**config.mk**
```make
export PLATFORM = sky130hd
export DESIGN_NAME = pipelined_subtractor
export DESIGN_NICKNAME = d
export VERILOG_FILES = /design/src/rtl/sub_pkg.sv /design/src/rtl/sub_half_stage.sv /design/src/rtl/pipelined_subtractor.sv
export SDC_FILE = /design/constraint.sdc
export NUM_CORES = 1
export LEC_CHECK = 0
export CAP_MARGIN = 20
export CORE_ASPECT_RATIO = 1.4
export CORE_UTILIZATION = 61
export DETAILED_ROUTE_END_ITERATION = 16
export PLACE_DENSITY = 0.93
export REMOVE_ABC_BUFFERS = 1
export SETUP_SLACK_MARGIN = 0.3
export SLEW_MARGIN = 20
export SYNTH_ARGS = -nofsm -noshare
export SYNTH_HDL_FRONTEND = slang
export SYNTH_HIERARCHICAL = 1
export SYNTH_SLANG_ARGS = --single-unit
```
**constraint.sdc**
```tcl
create_clock -name clk -period 3.25 [get_ports clk]
set_input_delay 0.65 -clock clk [delete_from_list [all_inputs] [get_ports clk]]
set_output_delay 0.65 -clock clk [all_outputs]
set_load 0.03 [all_outputs]
```
**src/rtl/sub_pkg.sv**
```systemverilog
// sub_pkg: shared constants and the S1 stage record
// for the pipelined subtractor.
package sub_pkg;

  localparam int SUB_DEFAULT_WIDTH = 22;
  localparam int SUB_DEPTH = 3;
  localparam int SUB_MAX_WIDTH = 128;
  localparam int SUB_MAX_LO = SUB_MAX_WIDTH / 2;
  localparam int SUB_MAX_HI = SUB_MAX_WIDTH - SUB_MAX_LO;

  // Sized for the widest legal operand; narrower
  // builds use the low bits of each field.
  typedef struct packed {
    logic                  valid;
    logic                  borrow;
    logic [SUB_MAX_LO-1:0] lo;
    logic [SUB_MAX_HI-1:0] a_hi;
    logic [SUB_MAX_HI-1:0] b_hi;
  } s1_rec_t;

endpackage

```
**src/rtl/sub_half_stage.sv**
```systemverilog
// sub_half_stage: combinational WIDTH-bit subtract
// with borrow in/out.
// Ports: a, b (operands), bin (borrow in),
//        d (difference), bout (borrow out).
module sub_half_stage #(
  parameter int WIDTH = 11
) (
  input  logic [WIDTH-1:0] a,
  input  logic [WIDTH-1:0] b,
  input  logic             bin,
  output logic [WIDTH-1:0] d,
  output logic             bout
);

  logic [WIDTH:0] full;

  // The extra top bit goes to 1 exactly when
  // a - b - bin is negative, i.e. a borrow out.
  assign full = {1'b0, a}
              - {1'b0, b}
              - {{WIDTH{1'b0}}, bin};

  assign d    = full[WIDTH-1:0];
  assign bout = full[WIDTH];

endmodule

```
**src/rtl/pipelined_subtractor.sv**
```systemverilog
// pipelined_subtractor: 3-stage valid/ready a - b,
// split into low and high halves across S1 and S2.
// Ports: clk, reset (sync, active high),
//   in_valid/in_ready/a/b (operand input),
//   out_valid/out_ready/diff/underflow (result).
// Build option: SUB_SATURATE_EN clamps negative
//   results to diff = 0 with underflow = 1.
module pipelined_subtractor
  import sub_pkg::*;
#(
  parameter int ADDER_WIDTH = SUB_DEFAULT_WIDTH
) (
  input  logic                 clk,
  input  logic                 reset,
  input  logic                 in_valid,
  output logic                 in_ready,
  input  logic [ADDER_WIDTH-1:0] a,
  input  logic [ADDER_WIDTH-1:0] b,
  output logic                 out_valid,
  input  logic                 out_ready,
  output logic [ADDER_WIDTH:0] diff,
  output logic                 underflow
);

  localparam int W  = ADDER_WIDTH;
  localparam int LO = W / 2;
  localparam int HI = W - LO;

  if (W < 2 || W > SUB_MAX_WIDTH) begin : g_bad_w
    $error("ADDER_WIDTH out of range");
  end

  logic         s0_v;
  logic [W-1:0] s0_a;
  logic [W-1:0] s0_b;

  s1_rec_t s1_q;
  s1_rec_t s1_d;
  logic    s1_unused;

  logic s2_v;

  logic s0_rdy;
  logic s1_rdy;
  logic s2_rdy;

  // Ready ripples back from the consumer so a
  // full pipe can still move every cycle.
  assign s2_rdy = !s2_v || out_ready;
  assign s1_rdy = !s1_q.valid || s2_rdy;
  assign s0_rdy = !s0_v || s1_rdy;

  assign in_ready  = s0_rdy && !reset;
  assign out_valid = s2_v;

  // S0: operand capture
  always_ff @(posedge clk) begin
    if (reset) begin
      s0_v <= 1'b0;
      s0_a <= '0;
      s0_b <= '0;
    end else if (s0_rdy) begin
      s0_v <= in_valid;
      if (in_valid) begin
        s0_a <= a;
        s0_b <= b;
      end
    end
  end

  // S1: low half
  logic [LO-1:0] lo_d;
  logic          lo_bout;

  sub_half_stage #(
    .WIDTH(LO)
  ) u_lo (
    .a    (s0_a[LO-1:0]),
    .b    (s0_b[LO-1:0]),
    .bin  (1'b0),
    .d    (lo_d),
    .bout (lo_bout)
  );

  always_comb begin
    s1_d = '0;
    s1_d.valid  = s0_v;
    s1_d.borrow = lo_bout;
    s1_d.lo[LO-1:0]   = lo_d;
    s1_d.a_hi[HI-1:0] = s0_a[W-1:LO];
    s1_d.b_hi[HI-1:0] = s0_b[W-1:LO];
  end

  always_ff @(posedge clk) begin
    if (reset) begin
      s1_q <= '0;
    end else if (s1_rdy) begin
      if (s0_v) begin
        s1_q <= s1_d;
      end else begin
        s1_q.valid <= 1'b0;
      end
    end
  end

  // Record fields are max-width; the spare
  // upper bits are intentionally left idle.
  assign s1_unused = ^s1_q;

  // S2: high half with the S1 borrow
  logic [HI-1:0] hi_d;
  logic          hi_bout;
  logic [W:0]    raw;
  logic [W:0]    res_d;
  logic          res_uf;

  sub_half_stage #(
    .WIDTH(HI)
  ) u_hi (
    .a    (s1_q.a_hi[HI-1:0]),
    .b    (s1_q.b_hi[HI-1:0]),
    .bin  (s1_q.borrow),
    .d    (hi_d),
    .bout (hi_bout)
  );

  // Final borrow is the sign of the
  // (W+1)-bit two's-complement result.
  assign raw    = {hi_bout, hi_d, s1_q.lo[LO-1:0]};
  assign res_uf = raw[W];

`ifdef SUB_SATURATE_EN
  assign res_d = res_uf ? '0 : raw;
`else
  assign res_d = raw;
`endif

  always_ff @(posedge clk) begin
    if (reset) begin
      s2_v      <= 1'b0;
      diff      <= '0;
      underflow <= 1'b0;
    end else if (s2_rdy) begin
      s2_v <= s1_q.valid;
      if (s1_q.valid) begin
        diff      <= res_d;
        underflow <= res_uf;
      end
    end
  end

endmodule

```
; ---- After elaboration in Yosys (flattened, before gate mapping)
; Cells that the tools add are included.
[classes]
addsub = 3
n_mul = 0
div_mod_pow = 0
n_lt_le_gt_ge = 0
eq_ne = 0
shift = 0
mux = 1
bitwise_logic = 0
reduce_logical = 11
[op_table]
columns = operator, count
row1 = subtractor 11 x 11 -> 12 bit, 2
row2 = subtractor 12 x 1 -> 12 bit, 1
row3 = AND reduction 2 bit, 3
row4 = zero test 1 bit, 4
row5 = logical OR 1 bit, 3
row6 = logical AND 1 bit, 1
row7 = two-way mux 1 bit, 1
[word_totals]
ff_bits = 105
latchBits = 0
ram_bits = 0
mem_bits_ro = 0
output_inout_bits = 26
elab_cells = 26
n_memories = 0

; ---- Depth between registers and ports, before layout
[logic_depth]
depth_word = 5
mapped_depth = 11
depth_no_buf = 10

; ---- Cells and area by module
; The synthesis kept the hierarchy.
[by_module_without_submodules]
columns = module, n_inst, cells_each, area_each_um2, seq_area_each_um2
row1 = pipelined_subtractor, 1, 437, 4410.5, 2082.0
row2 = sub_half_stage, 2, 116, 808.3, 0.0

; ---- Least setup slack after synthesis
; Ideal clock, no wire load.
[synth_timing]
kind = input to output
from = in reset
to = out in_ready
arrival_ns = 1.626
t_required_ns = 2.600
setup_slack_ns = 0.974
stages = 4
path_buffers = 3
cell_sequence = buf_2 > buf_2 > buf_2 > a31oi_1
[synth_via]
elab_chain_len = 2
[synth_lines]
columns = item, line_no
row1 = from (decl), pipelined_subtractor.sv:14  ; input logic reset,
row2 = zero test 1 bit, pipelined_subtractor.sv:53  ; assign in_ready = s0_rdy && !reset;
row3 = logical AND 1 bit, pipelined_subtractor.sv:53
row4 = to (decl), pipelined_subtractor.sv:16  ; output logic in_ready,
; Every way passes these cells.

; ---- Worst setup path after layout
[layout_timing]
from = in out_ready
to = out in_ready
[layout_via]
elab_chain_len = 4
[layout_lines]
columns = item, line_no
row1 = from (decl), pipelined_subtractor.sv:20  ; input logic out_ready,
row2 = logical OR 1 bit, pipelined_subtractor.sv:49  ; assign s2_rdy = !s2_v || out_ready;
row3 = logical OR 1 bit, pipelined_subtractor.sv:50  ; assign s1_rdy = !s1_q.valid || s2_rdy;
row4 = logical OR 1 bit, pipelined_subtractor.sv:51  ; assign s0_rdy = !s0_v || s1_rdy;
row5 = logical AND 1 bit, pipelined_subtractor.sv:53
; Every way passes these cells.

==> results.tsv <==
metric	value	unit
clock latency on the worst-skew pair	0.35	ns
synth unique cells	41	
CP max stage delay	0.68	ns
Top Family by Delay on Critical Path	buffers and inverters	
final hold viol count	0	
Max VDD drop	367	µV
synth warn	6	
Max Clock Skew	0.00689	ns
post-cts resize count	0	
Max Freq	0.369	GHz
CTS Sinks	104	
status	finished, final reports clean	
Reg2Reg Depth	10	
post-CTS setup buffers	0	
minimum clock period	2.71	ns
first-pass GRT wire length	20.8	mm
CTS tree	yes	
Synth-to-Final Area Change	16.9	%
Worst Path Max Fanout	2	
CTS root buffer	clkbuf_16	
fin area	7050	µm²
# fillers	709	
cts hold-fix bufs	0	
Post-Synthesis Cells	669	
top cells by area, synth	dfxtp_1 (35%), nand2b_1 (14%), mux2i_1 (13%)	
initial drt markers	267	
crit-path most repeated cell	clkdlybuf4s50_1	
num rows	42	
worst flop-to-flop path startpoint	s0_a[6]	
crit path kind	in2out	
via count	4640	
headroom to the max-slew limit	0.518	
share of the synthesized area in the top cell type	0.345	
cell accounting for the most synthesized area	dfxtp_1	
Die ar.	10300	µm²
Seq/Total Area, Yosys	0.345	
post-route ant nets	0	
share of layout cells above drive strength 1	0.0429	
CP required	2.60	ns
Clock Tree Buf Depth	2	
most frequent cells in the layout	nand2b_1 (135), dfxtp_1 (104), inv_1 (78), mux2i_1 (78), clkdlybuf4s50_1 (72)	
initial core utilization	0.634	
P per Cell Area	466	nW/µm²
First-pass DRT Iterations	4	
IO Pins	74	
Inst Count DP	840	
n_diodes	0	
via/cell ratio	5.43	
Setup TNS	0	ns
Hold/Removal Path Class	reg2reg	
WHS Path Cells	2	
Reg-to-Reg End	raw[9]	
die span in x	86.0	µm
Final GP Congestion	0.808	
end of the worst hold path	raw[3]	
worst hold slack	0.477	ns
Arr. time, crit path	2.06	ns
Least-Margin Pin Slew	0.722	ns
cell area after synthesis	6030	µm²
DR WL/cell	14.3	µm
FF+latch count, synth	104	
# H-tree levels	3	
Worst R2R Setup Slack	0.75	ns
RSZ-0062 raised after global routing	no	
clock-pin slew on the worst setup and hold paths	0.07	ns
slowest CP cell	clkdlybuf4s50_1	
Layout Nets	811	
final setup violation count	0	
antenna violations before repair	0	
vias in the first global route	4711	
crit path cell chain	clkdlybuf4s50_1, nor2b_4, a31oi_1, clkdlybuf4s50_1	
grt total ovfl	0	
LEAKAGE	2.92	nW
Post-route DRC	0	
Worst Path Buf+Inv	2	
final cell count without fillers	855	
final slew viol count	0	
TritonCTS Buffers	9	
Worst setup EP type	output pin	
GRT Total Usage	0.251	
dpl hpwl	8.51	mm
I/O Buffers	73	
Core Box Area	9510	µm²
largest net degree at the start of global routing	90	
final WL	12.2	mm
Vert. Die Dim	120	µm
commonest non-fill, non-tap cell in the layout	nand2b_1	
DP Area	6740	µm²
Max Cap Violations	0	
Final Util	0.741	
crit path launch type	input pin	
Avg Inst Size Synth	9.01	µm²
hold_sp	raw[3]	
final worst path period share	0.835	
[state kept, by name (all words and copies together), names as in the netlist]
signal     count
diff          23
s1_q          24
out_valid      1
raw           11
s0_v           1
s0_b          22
s0_a          22
[routing by layer]
metal  global-route usage  routed length [µm]  share of wire
met4                0.121                 365          0.030
met5                    0                   0              0
met3               0.0254                 405          0.033
met2                0.446                6270           0.51
met1                0.299                5200           0.42
[cells by family (layout without fill, tap and decap cells)]
family	count (synthesis)	in the layout	synth area share
adders and majority gates	44	44	0.0963
and+or+nand+nor	199	199	0.194
AOI/OAI and AO/OA	107	107	0.118
DFF	104	104	0.345
xor gates and xnor gates	16	16	0.0233
muxes	78	78	0.130
buffers and inverters	120	174	0.0932
other	1	1	0.000622
[through the flow]
step	total power (W)	worst slack, ns
2_1_floorplan	0.00193	1.00
3_5_place_dp	0.00216	0.531
4_1_cts	0.00329	0.530
6_report	0.00328	0.538
5_1_grt	0.00344	0.449
3_3_place_gp	0.00213	0.547
[how the worst max path moves through the flow]
| stage | start | to | slack [ns] | cells after the start |
|---|---|---|---|---|
| after global placement | out_ready | in_ready | 0.55 | 4 |
| after CTS | out_ready | in_ready | 0.53 | 4 |
| after detailed placement | out_ready | in_ready | 0.53 | 4 |
| after floorplan | out_ready | s0_a[0] | 1.00 | 3 |
| final | out_ready | in_ready | 0.54 | 4 |
| after global routing | s1_q[70] | diff[20] | 0.45 | 10 |
[worst register-to-register path, delay by kind of cell, from the launching register on]
kind,cells,cell delay [ns]
mux,1,0.13
fa+ha+maj,2,0.65
simple gates,1,0.07
flops,1,0.34
compound gates,3,1.00
buf+inv,2,0.09
xor+xnor,1,0.15
[power by group]
part | switching, W | leakage [nW] | internal (W) | total (W)
registers | 0.0000403 | 0.850 | 0.00135 | 0.00139
logic | 0.000393 | 1.92 | 0.000363 | 0.000756
clock network | 0.000468 | 0.149 | 0.000672 | 0.00114
total | 0.000901 | 2.92 | 0.00238 | 0.00328
[cell usage after synthesis (all sizes together)]
master   number
a2111o        2
a2111oi       2
a211oi        2
a21boi        3
a21oi        40
a221oi        4
a311oi        2
a31oi         2
a41oi         2
and3          4
and4          2
buf          20
clkbuf       22
conb          1
dfxtp       104
fa            4
ha           40
inv          78
mux2i        78
nand2         8
nand2b      135
nand3        32
nor2         11
nor2b         5
o211ai       12
o21a          4
o21ai        26
o221ai        2
o22a          2
o311ai        2
or3           2
xnor2        12
xor2          4
[final cells by class]
class,instances,area [µm²],share of cell area
clock buffers,10,229,0.0325
clock inverters,5,81.3,0.0115
inverters,78,293,0.0415
multi-input cells,445,3380,0.480
flip-flops and latches,104,2080,0.295
well taps,132,165,0.0234
repair buffers,81,813,0.115
(Power assumes the default switching activity.)
